### config.mk
export PLATFORM = sky130hd
export DESIGN_NAME = fir_coeff_loader_flat
export DESIGN_NICKNAME = d
export VERILOG_FILES = /design/src/rtl/fir_coeff_loader_if.sv /design/src/rtl/fir_coeff_loader.sv /design/src/flat_wrapper.sv
export SDC_FILE = /design/constraint.sdc
export NUM_CORES = 1
export LEC_CHECK = 0
export CAP_MARGIN = 20
export CORE_AREA = 2 2 91 93
export DETAILED_ROUTE_END_ITERATION = 8
export DIE_AREA = 0 0 93 95
export PLACE_DENSITY = 0.87
export RECOVER_POWER = 100
export REMOVE_ABC_BUFFERS = 1
export SKIP_CTS_REPAIR_TIMING = 1
export SYNTH_ARGS = -nofsm -noshare
export SYNTH_HDL_FRONTEND = slang
export SYNTH_SLANG_ARGS = --single-unit
### constraint.sdc
create_clock -name clk -period 2.55 [get_ports clk]
set_input_delay 0.255 -clock clk [delete_from_list [all_inputs] [get_ports clk]]
set_output_delay 0.255 -clock clk [all_outputs]
set_load 0.01 [all_outputs]
### src/rtl/fir_coeff_loader_if.sv
// fir_coeff_loader_if
//   Port-A connection between the FIR coefficient loader and the coefficient RAM.
//   master modport (loader side):
//     bram_en_a    out  port-A enable
//     bram_we      out  port-A write enable
//     bram_addr    out  port-A address
//     bram_wr_data out  port-A write data
//     bram_rd_data in   port-A read data
//   slave modport (RAM side): same signals, opposite directions.
interface fir_coeff_loader_if #(
   parameter int ADDR_W = 10,
   parameter int DATA_W = 32
);
   logic              bram_en_a;
   logic              bram_we;
   logic [ADDR_W-1:0] bram_addr;
   logic [DATA_W-1:0] bram_wr_data;
   logic [DATA_W-1:0] bram_rd_data;

   modport master (
      output bram_en_a, bram_we, bram_addr, bram_wr_data,
      input  bram_rd_data
   );

   modport slave (
      input  bram_en_a, bram_we, bram_addr, bram_wr_data,
      output bram_rd_data
   );
endinterface

### src/rtl/fir_coeff_loader.sv
// fir_coeff_loader
//   Copies a tap set from the coefficient RAM (port A, read-only use) into the
//   FIR shadow coefficient registers, then commits it on a FIR frame boundary.
//   Optional feature macro: FIR_COEFF_CHECKSUM_EN (running checksum of loaded
//   words; when undefined the checksum output is tied to 0).
// Ports:
//   clk, rst      fabric clock, asynchronous active-high reset
//   load_req      single-cycle load request
//   base_addr     first RAM word of the tap set (sampled on accept)
//   num_taps      number of taps (sampled on accept)
//   fir_sync      FIR frame-boundary pulse
//   bram          port-A master (enable, address, constant write side, read data)
//   coeff_wr      shadow-register write strobe
//   coeff_idx     tap index of the current write
//   coeff_data    tap value of the current write
//   coeff_commit  one-cycle pulse: FIR swaps shadow to active
//   busy          load in progress
//   done          one-cycle completion pulse (coincides with coeff_commit)
//   err_busy      sticky: load_req seen while busy
//   err_zero      sticky: load_req seen with num_taps == 0
//   checksum      running sum of loaded words (modulo 2^DATA_W)
module fir_coeff_loader #(
   parameter int ADDR_W = 10,
   parameter int DATA_W = 32,
   parameter int RD_LAT = 2
) (
   input  logic                clk,
   input  logic                rst,
   input  logic                load_req,
   input  logic [ADDR_W-1:0]   base_addr,
   input  logic [ADDR_W-1:0]   num_taps,
   input  logic                fir_sync,
   fir_coeff_loader_if.master  bram,
   output logic                coeff_wr,
   output logic [ADDR_W-1:0]   coeff_idx,
   output logic [DATA_W-1:0]   coeff_data,
   output logic                coeff_commit,
   output logic                busy,
   output logic                done,
   output logic                err_busy,
   output logic                err_zero,
   output logic [DATA_W-1:0]   checksum
);

   typedef enum logic [2:0] {IDLE, READ, DRAIN, WAIT_SYNC, COMMIT} state_t;

   // Oldest stage of the in-flight tracker; a read in this stage returns this cycle.
   localparam logic [RD_LAT-1:0] LAST_STAGE = RD_LAT'(1) << (RD_LAT - 1);

   state_t            state;
   logic              en;
   logic [ADDR_W-1:0] addr;
   logic [ADDR_W-1:0] remain;
   logic [ADDR_W-1:0] idx;
   logic [RD_LAT-1:0] vld;
   logic              busy_r;
   logic              commit_r;
   logic              err_busy_r;
   logic              err_zero_r;
   logic              accept;

   assign accept = (state == IDLE) && load_req && (num_taps != '0);

   always_ff @(posedge clk or posedge rst) begin
      if (rst) begin
         state      <= IDLE;
         en         <= 1'b0;
         addr       <= '0;
         remain     <= '0;
         busy_r     <= 1'b0;
         commit_r   <= 1'b0;
         err_busy_r <= 1'b0;
         err_zero_r <= 1'b0;
      end else begin
         commit_r <= 1'b0;
         if (load_req && state != IDLE)
            err_busy_r <= 1'b1;
         case (state)
            IDLE: begin
               if (load_req) begin
                  if (num_taps == '0) begin
                     err_zero_r <= 1'b1;
                  end else begin
                     addr       <= base_addr;
                     remain     <= num_taps;
                     en         <= 1'b1;
                     busy_r     <= 1'b1;
                     err_busy_r <= 1'b0;
                     err_zero_r <= 1'b0;
                     state      <= READ;
                  end
               end
            end
            READ: begin
               // Address wraps naturally at 2^ADDR_W.
               addr   <= addr + ADDR_W'(1);
               remain <= remain - ADDR_W'(1);
               if (remain == ADDR_W'(1)) begin
                  en    <= 1'b0;
                  state <= DRAIN;
               end
            end
            DRAIN: begin
               // Leave once only the read returning this cycle (if any) is left.
               if ((vld & ~LAST_STAGE) == '0)
                  state <= WAIT_SYNC;
            end
            WAIT_SYNC: begin
               if (fir_sync) begin
                  commit_r <= 1'b1;
                  state    <= COMMIT;
               end
            end
            COMMIT: begin
               busy_r <= 1'b0;
               state  <= IDLE;
            end
            default: state <= IDLE;
         endcase
      end
   end

   // Read-return tracking: one valid bit per cycle of port-A latency.
   always_ff @(posedge clk or posedge rst) begin
      if (rst) begin
         vld <= '0;
         idx <= '0;
      end else begin
         vld <= (vld << 1) | RD_LAT'(en);
         if (accept)
            idx <= '0;
         else if (coeff_wr)
            idx <= idx + ADDR_W'(1);
      end
   end

   assign bram.bram_en_a    = en;
   assign bram.bram_we      = 1'b0;
   assign bram.bram_addr    = addr;
   assign bram.bram_wr_data = '0;

   // Index/data are forced to 0 outside write strobes so that reset zeroes them at once.
   assign coeff_wr     = vld[RD_LAT-1];
   assign coeff_idx    = coeff_wr ? idx : '0;
   assign coeff_data   = coeff_wr ? bram.bram_rd_data : '0;
   assign coeff_commit = commit_r;
   assign done         = commit_r;
   assign busy         = busy_r;
   assign err_busy     = err_busy_r;
   assign err_zero     = err_zero_r;

`ifdef FIR_COEFF_CHECKSUM_EN
   logic [DATA_W-1:0] sum;

   always_ff @(posedge clk or posedge rst) begin
      if (rst)
         sum <= '0;
      else if (accept)
         sum <= '0;
      else if (coeff_wr)
         sum <= sum + bram.bram_rd_data;
   end

   assign checksum = sum;
`else
   assign checksum = '0;
`endif

endmodule

### src/flat_wrapper.sv
// flat-port wrapper written by rule: the top's interface ports become plain ports
module fir_coeff_loader_flat 
#(
   parameter int ADDR_W = 10,
   parameter int DATA_W = 32,
   parameter int RD_LAT = 2
)
  (clk, rst, load_req, base_addr, num_taps, fir_sync, coeff_wr, coeff_idx, coeff_data, coeff_commit, busy, done, err_busy, err_zero, checksum, bram_bram_en_a, bram_bram_we, bram_bram_addr, bram_bram_wr_data, bram_bram_rd_data);
  fir_coeff_loader_if #(.ADDR_W(ADDR_W), .DATA_W(DATA_W)) bram_i ();
  input  logic clk;
  input  logic rst;
  input  logic load_req;
  input  logic [ADDR_W-1:0] base_addr;
  input  logic [ADDR_W-1:0] num_taps;
  input  logic fir_sync;
  output logic coeff_wr;
  output logic [ADDR_W-1:0] coeff_idx;
  output logic [DATA_W-1:0] coeff_data;
  output logic coeff_commit;
  output logic busy;
  output logic done;
  output logic err_busy;
  output logic err_zero;
  output logic [DATA_W-1:0] checksum;
  output wire logic [$bits(bram_i.bram_en_a)-1:0] bram_bram_en_a;
  output wire logic [$bits(bram_i.bram_we)-1:0] bram_bram_we;
  output wire logic [$bits(bram_i.bram_addr)-1:0] bram_bram_addr;
  output wire logic [$bits(bram_i.bram_wr_data)-1:0] bram_bram_wr_data;
  input wire logic [$bits(bram_i.bram_rd_data)-1:0] bram_bram_rd_data;
  assign bram_bram_en_a = bram_i.bram_en_a;
  assign bram_bram_we = bram_i.bram_we;
  assign bram_bram_addr = bram_i.bram_addr;
  assign bram_bram_wr_data = bram_i.bram_wr_data;
  assign bram_i.bram_rd_data = bram_bram_rd_data;
  fir_coeff_loader #(.ADDR_W(ADDR_W), .DATA_W(DATA_W), .RD_LAT(RD_LAT)) u_core (.clk(clk), .rst(rst), .load_req(load_req), .base_addr(base_addr), .num_taps(num_taps), .fir_sync(fir_sync), .bram(bram_i), .coeff_wr(coeff_wr), .coeff_idx(coeff_idx), .coeff_data(coeff_data), .coeff_commit(coeff_commit), .busy(busy), .done(done), .err_busy(err_busy), .err_zero(err_zero), .checksum(checksum));
endmodule
==> results <==
## cells in the final DEF (no fill, tap or decap), types with 7 or more instances in the layout
cell type	netlist	final
and2_0	0	23
nand2_1	19	19
nor2_1	24	24
clkdlybuf4s50_1	0	77
a21oi_1	7	7
dfrtp_1	40	40
nand3_1	13	13
dlygate4sd3_1	0	37
and2_1	43	20
conb_1	1	65
## cells by family after synthesis
family          synth area share (%)
compound gates                  11.9
fa+ha+maj                       1.77
xor+xnor                        2.47
simple gates                    26.5
flops                           35.4
other cells                    0.132
mux                             1.10
buf+inv                         20.8
## through the flow
stage / total power [mW] / utilization (%) / std cells / instance area, µm² / setup slack (ps)
finish: 3.55 / 49.5 / 532 / 3920 / 237
global route: 3.85 / 49.5 / 532 / 3920 / 145
CTS: 3.69 / 49.6 / 532 / 3940 / 367
detailed placement: 3.17 / 48.3 / 524 / 3830 / 44.1
global placement: 3.11 / 48.3 / 524 / 3830 / 97.4
floorplan: 2.19 / - / 298 / 2500 / 523
## power by group through the flow
stage | clock network (mW) | registers, mW | logic, mW
6_report | 0.506 | 1.16 | 1.88
5_1_grt | 0.542 | 1.21 | 2.10
4_1_cts | 0.521 | 1.16 | 2.01
3_5_place_dp | 0 | 1.17 | 2.00
3_3_place_gp | 0 | 1.15 | 1.95
2_1_floorplan | 0 | 1.21 | 0.976
## final cells by class
cell class              count  area, µm²
fillers                   746       4000
clock buffers               6       72.6
flip-flops and latches     40       1000
well taps                 105        131
clock inverters             2       35.0
repair buffers            121       1190
inverters                   5       18.8
multi-input cells         253       1470
## metal layers
metal,up-vias,global-route usage [%],part of all wire (%)
li1,1167,-,-
met1,1126,16.9,36
met2,123,28.4,51
met3,9,4.79,11
met4,0,5.64,1.1
met5,-,0,0
## worst max-delay path: stages
cell and delay, ps:
dlygate4sd3_1 550, or4_1 640, o41a_4 510, mux2_2 290
o221a_2 240
## path summary, 6_finish.rpt
check	from	to	slack (ps)	depth (start not counted)
worst max-delay path	num_taps[0]	u_core.bram.bram_addr[6]	240	5
worst min-delay path	u_core.vld[0]	u_core.vld[1]	390	0
worst max register to register	u_core.state[2]	u_core.remain[8]	410	4
worst min register to register	u_core.vld[0]	u_core.vld[1]	390	0
max in group asynchronous	rst	u_core.coeff_commit	1250	3
min in group asynchronous	rst	u_core.idx[0]	700	3
## flip-flops by register name, summed over array words and instances, names as in the netlist
| name | flops |
|---|---|
| u_core.bram.bram_en_a | 1 |
| u_core.vld | 2 |
| u_core.idx | 10 |
| u_core.state | 3 |
| u_core.busy | 1 |
| u_core.err_busy | 1 |
| u_core.err_zero | 1 |
| u_core.remain | 10 |
| u_core.bram.bram_addr | 10 |
| u_core.coeff_commit | 1 |
==> flow_metrics.env <==
export IMPL_ys_ff_latch=40
export IMPL_final_nets=486
export IMPL_dieArea_um2=8840
export IMPL_status="completed"
export IMPL_drv_slew=0
export IMPL_antenna_found_initial=0
export IMPL_area_delta_synth_final_pct=38.6
export IMPL_maxSlewHeadroom_pct=36.1
export IMPL_switchingPower_mw=1.40
export IMPL_coreArea_um2=7930
export IMPL_p_int_mw=2.15
export IMPL_grt_pass1_wl_mm=11.0
export IMPL_setup_viol=0
export IMPL_ant_nets=0
export IMPL_place_congestion=0.840
export IMPL_drive_gt1_share_pct=5.85
export IMPL_finClkSkew_ps=8.18
export IMPL_chipWidth_um=93
export IMPL_synth_area_per_cell_um2=9.05
export IMPL_synth_common_cells="buf_4, and2_1, dfrtp_1, nor2_1, nand2_1"
export IMPL_crit_required_ps=2730
export IMPL_n_antenna_cell=0
export IMPL_tns_ps=0
export IMPL_critPathKind="in2reg"
export IMPL_path_max_fanout=17
export IMPL_syn_cell_area_um2=2830
export IMPL_fmax_ghz=0.432
export IMPL_clock_power_share_pct=14.2
export IMPL_cp_end_kind="flop"
export IMPL_first_global_vias=2272
export IMPL_cts_buffers_inserted=5
export IMPL_cts_sink_count=40
export IMPL_ys_top_cells_by_area="dfrtp_1, buf_4, and2_1"
export IMPL_via_count=2425
export IMPL_clockBufferDepth=2
export IMPL_cts_clk_slew_worst_paths_ps=70
export IMPL_synth_cells=313
export IMPL_combPwrFrac_pct=53.0
export IMPL_htree_levels=2
export IMPL_p_per_area_nw_per_um2=905
export IMPL_clock_latency_ps=290
export IMPL_synth_area_leader_cell="dfrtp_1"
export IMPL_maxCapViolCount=0
export IMPL_yosysWarnings=0
export IMPL_drt_iter0_drc=137
export IMPL_start_util_pct=35.7
export IMPL_min_period_ps=2310
export IMPL_dominantRegCellSynth="dfrtp_1"
export IMPL_yosysMostFrequentCell="buf_4"
export IMPL_firstDrtPassIters=4
export IMPL_numPortBuffers=114
export IMPL_rows=33
export IMPL_die_y_um=95
export IMPL_root_buffer="clkbuf_8"
export IMPL_synth_edff_count=0
export IMPL_via_per_inst=4.56
export IMPL_power_frac_seq_pct=32.7
export IMPL_grt_overflow=0
export IMPL_hpwl_mm=5.39
export IMPL_swShare_pct=39.3
export IMPL_drc=0
export IMPL_ys_seq_area_share_pct=35.4
export IMPL_hold_viol=0
export IMPL_peakVddDrop_v=0.000490
export IMPL_rsz0062_at_grt="false"
export IMPL_critical_path_arrival_ps=2490
export IMPL_period_share_pct=90.7
export IMPL_synth_cell_type_count=52
export IMPL_wl_per_cell_um=13.1
export IMPL_cts_tree="built"
export IMPL_drt_wl_total_mm=6.97
export IMPL_synth_top_area_share_pct=35.4
export IMPL_power_leakage_nw=1.70
export IMPL_tightest_slew_ps=958
export IMPL_hp_class="reg2reg"
export IMPL_async_flop_share_pct=100
export IMPL_io_pins=180
export IMPL_startpoint_type="input pin"
export IMPL_grt_max_degree=49
export IMPL_grt_usage_pct=15.5
export IMPL_whs_ps=392
Power figures use the tool's default switching activity.
==> patch: new RTL, same flow settings <==
`RD_LAT` is set to 2 in 2 places; all go to 1.
--- a/src/rtl/fir_coeff_loader.sv
+++ b/src/rtl/fir_coeff_loader.sv
@@ -22,7 +22,7 @@
 module fir_coeff_loader #(
    parameter int ADDR_W = 10,
    parameter int DATA_W = 32,
-   parameter int RD_LAT = 2
+   parameter int RD_LAT = 1
 ) (
    input  logic                clk,
    input  logic                rst,
--- a/src/flat_wrapper.sv
+++ b/src/flat_wrapper.sv
@@ -3,7 +3,7 @@
 #(
    parameter int ADDR_W = 10,
    parameter int DATA_W = 32,
-   parameter int RD_LAT = 2
+   parameter int RD_LAT = 1
 )
   (clk, rst, load_req, base_addr, num_taps, fir_sync, coeff_wr, coeff_idx, coeff_data, coeff_commit, busy, done, err_busy, err_zero, checksum, bram_bram_en_a, bram_bram_we, bram_bram_addr, bram_bram_wr_data, bram_bram_rd_data);
   fir_coeff_loader_if #(.ADDR_W(ADDR_W), .DATA_W(DATA_W)) bram_i ();
Function: changed (Yosys sat finds a counterexample within 4 cycles, from zero or initial values and one cycle with rst high).
==> patch against the unedited design <==
- highest routed layer unchanged
- first-iteration DRC count decreased by 33%
- sequential share of layout area shrank 0.37 points
- worst setup slack worse by 25 ps
- total power rose by 1.5%
- clock skew is 2.8 ps lower
- synthesized area shrank 1.2%
- count of clock-buffer cells in the layout stayed put
- final area shrank 1.1%
- routed wire length is 5.5% higher
- sequential cell count decreased by 1
- critical endpoint unchanged
- register-to-register slack got worse by 120 ps
==> patch: results (changes against the unedited design) <==
[outcome]
outcome=complete, no violations  ; unchanged

[route]
wl_per_cell_um=13.6  ; was 13.1 µm
drt_pre_antenna_iters=4  ; unchanged
drt_iter0_drc=92  ; was 137
route.vias.total=2494  ; was 2,425

[grt]
globalRouteMet1Util=0.176  ; was 0.169
grt.total_usage=0.161  ; was 0.155
grt_first_pass_wirelength_um=11200  ; was 11,000 µm
grt_max_degree=48  ; was 49
grt_use_met3=0.0423  ; was 0.0479
grt_util_met2=0.315  ; was 0.284
antenna_found_initial=0  ; unchanged

[logic_synthesis]
netlist_top_cells_count=sky130_fd_sc_hd__buf_4, sky130_fd_sc_hd__and2_1, sky130_fd_sc_hd__dfrtp_1  ; unchanged
synth_area_leaders=sky130_fd_sc_hd__dfrtp_1, sky130_fd_sc_hd__buf_4, sky130_fd_sc_hd__and2_1  ; unchanged
post_synth_num_cell_types=41  ; was 52
synth_seq_area_share=0.349  ; was 0.354
yosys_synthesis_warning_count=0  ; unchanged
postSynthAreaPerCell_um2=8.68  ; was 9.05 µm²

[final_layout]
final_cells=540  ; was 532
share_of_layout_cells_above_drive_strength_1=0.0391  ; was 0.0585
fillers=762  ; was 746
final_nets=494  ; was 486
antenna_cells=0  ; unchanged

[worst_setup_path]
crit_path_max_fanout=22  ; was 17
worst_ep_arrival_time_ps=2490  ; about the same

[cts]
clkSlewWorstSetupHoldPaths_ps=80
cts_root_buffer=sky130_fd_sc_hd__clkbuf_8  ; unchanged
ctsHtreeMaxLevel=2  ; unchanged
cts_made_buffers=5  ; unchanged
clock_latency_ps=280
cts.path.max_buffers=2  ; unchanged

[place]
routabilityCongestion=0.831  ; was 0.840
placed_cells_incl_taps=532  ; was 524
dp_hpwl_um=5800  ; was 5390 µm

[worst_hold_path]
min_path_type=register to register  ; unchanged

[power]
power.leakage_nw=1.66  ; was 1.70 nW
power.ir.vdd_worst_mv=0.566  ; was 0.490 mV

[sta]
worst_pin_slew_ps=961  ; was 958 ps
final.setup_skew_ps=5.38  ; was 8.18 ps

-- patch: cell count changes in the layout (fill, tap and decap cells not counted), moves of 4 or more --
cell	delta
sky130_fd_sc_hd__o21ai_0	+6
sky130_fd_sc_hd__o221a_2	-4
sky130_fd_sc_hd__nor2_1	-6
sky130_fd_sc_hd__xor2_1	+4
sky130_fd_sc_hd__nand2_1	+7
-- patch: per-layer routing --
metal | routed length (µm) | up-vias
met1 | 2720 | 1190
met4 | 31 | 0
met5 | 0 | -
met3 | 605 | 4
li1 | - | 1184
met2 | 3990 | 116
-- patch: report_power, final --
| group | internal, mW | leakage, nW | switching [mW] |
|---|---|---|---|
| Clock | 0.317 | 0.0612 | 0.213 |
| Sequential | 0.900 | 0.462 | 0.294 |
| Combinational | 0.985 | 1.13 | 0.895 |
-- patch: layout make-up --
type / instances / area share
flip-flops and latches: 39 / 0.251
repair buffers: 122 / 0.305
inverters: 7 / 0.00677
multi-input cells: 259 / 0.372
clock inverters: 2 / 0.00903
well taps: 105 / 0.0338
clock buffers: 6 / 0.0213
-- patch: critical path: stages --
cell	delay [ps]
sky130_fd_sc_hd__dlygate4sd3_1	550
sky130_fd_sc_hd__or4_1	620
sky130_fd_sc_hd__o31a_1	530
sky130_fd_sc_hd__clkbuf_1	330
sky130_fd_sc_hd__nand2_1	120
sky130_fd_sc_hd__o21ai_0	70
-- patch: per-stage QoR --
stage / worst slack, ps / total power, mW / area, µm² / util
2_1_floorplan: 292 / 2.15 / 2450 / -
3_3_place_gp: 189 / 3.12 / 3780 / 0.477
6_report: 212 / 3.60 / 3880 / 0.490
3_5_place_dp: 153 / 3.21 / 3780 / 0.477
5_1_grt: 89.4 / 3.89 / 3880 / 0.490
4_1_cts: 361 / 3.76 / 3900 / 0.492
-- patch: worst paths after layout --
| kind | from | endpoint | slack [ps] | cells past startpoint |
|---|---|---|---|---|
| min reg2reg | u_core.bram.bram_en_a | u_core.coeff_wr | 430 | 0 |
| min | u_core.bram.bram_en_a | u_core.coeff_wr | 430 | 0 |
| max | num_taps[1] | u_core.bram.bram_addr[6] | 210 | 6 |
| max reg2reg | u_core.state[0] | u_core.bram.bram_addr[6] | 290 | 4 |
| min in group asynchronous | rst | u_core.err_busy | 710 | 3 |
| max in group asynchronous | rst | u_core.bram.bram_addr[6] | 1230 | 3 |
-- patch: cells by family (layout without fill, tap and decap cells) --
kind of cell	Yosys count	count (layout)	synth area share
and+or+nand+nor	136	136	0.271
xor gates and xnor gates	11	11	0.0345
DFF	39	39	0.349
muxes	2	2	0.00716
AOI/OAI and AO/OA	41	41	0.101
adders and majority gates	4	4	0.0179
buffers and inverters	88	137	0.218
other	1	65	0.00134
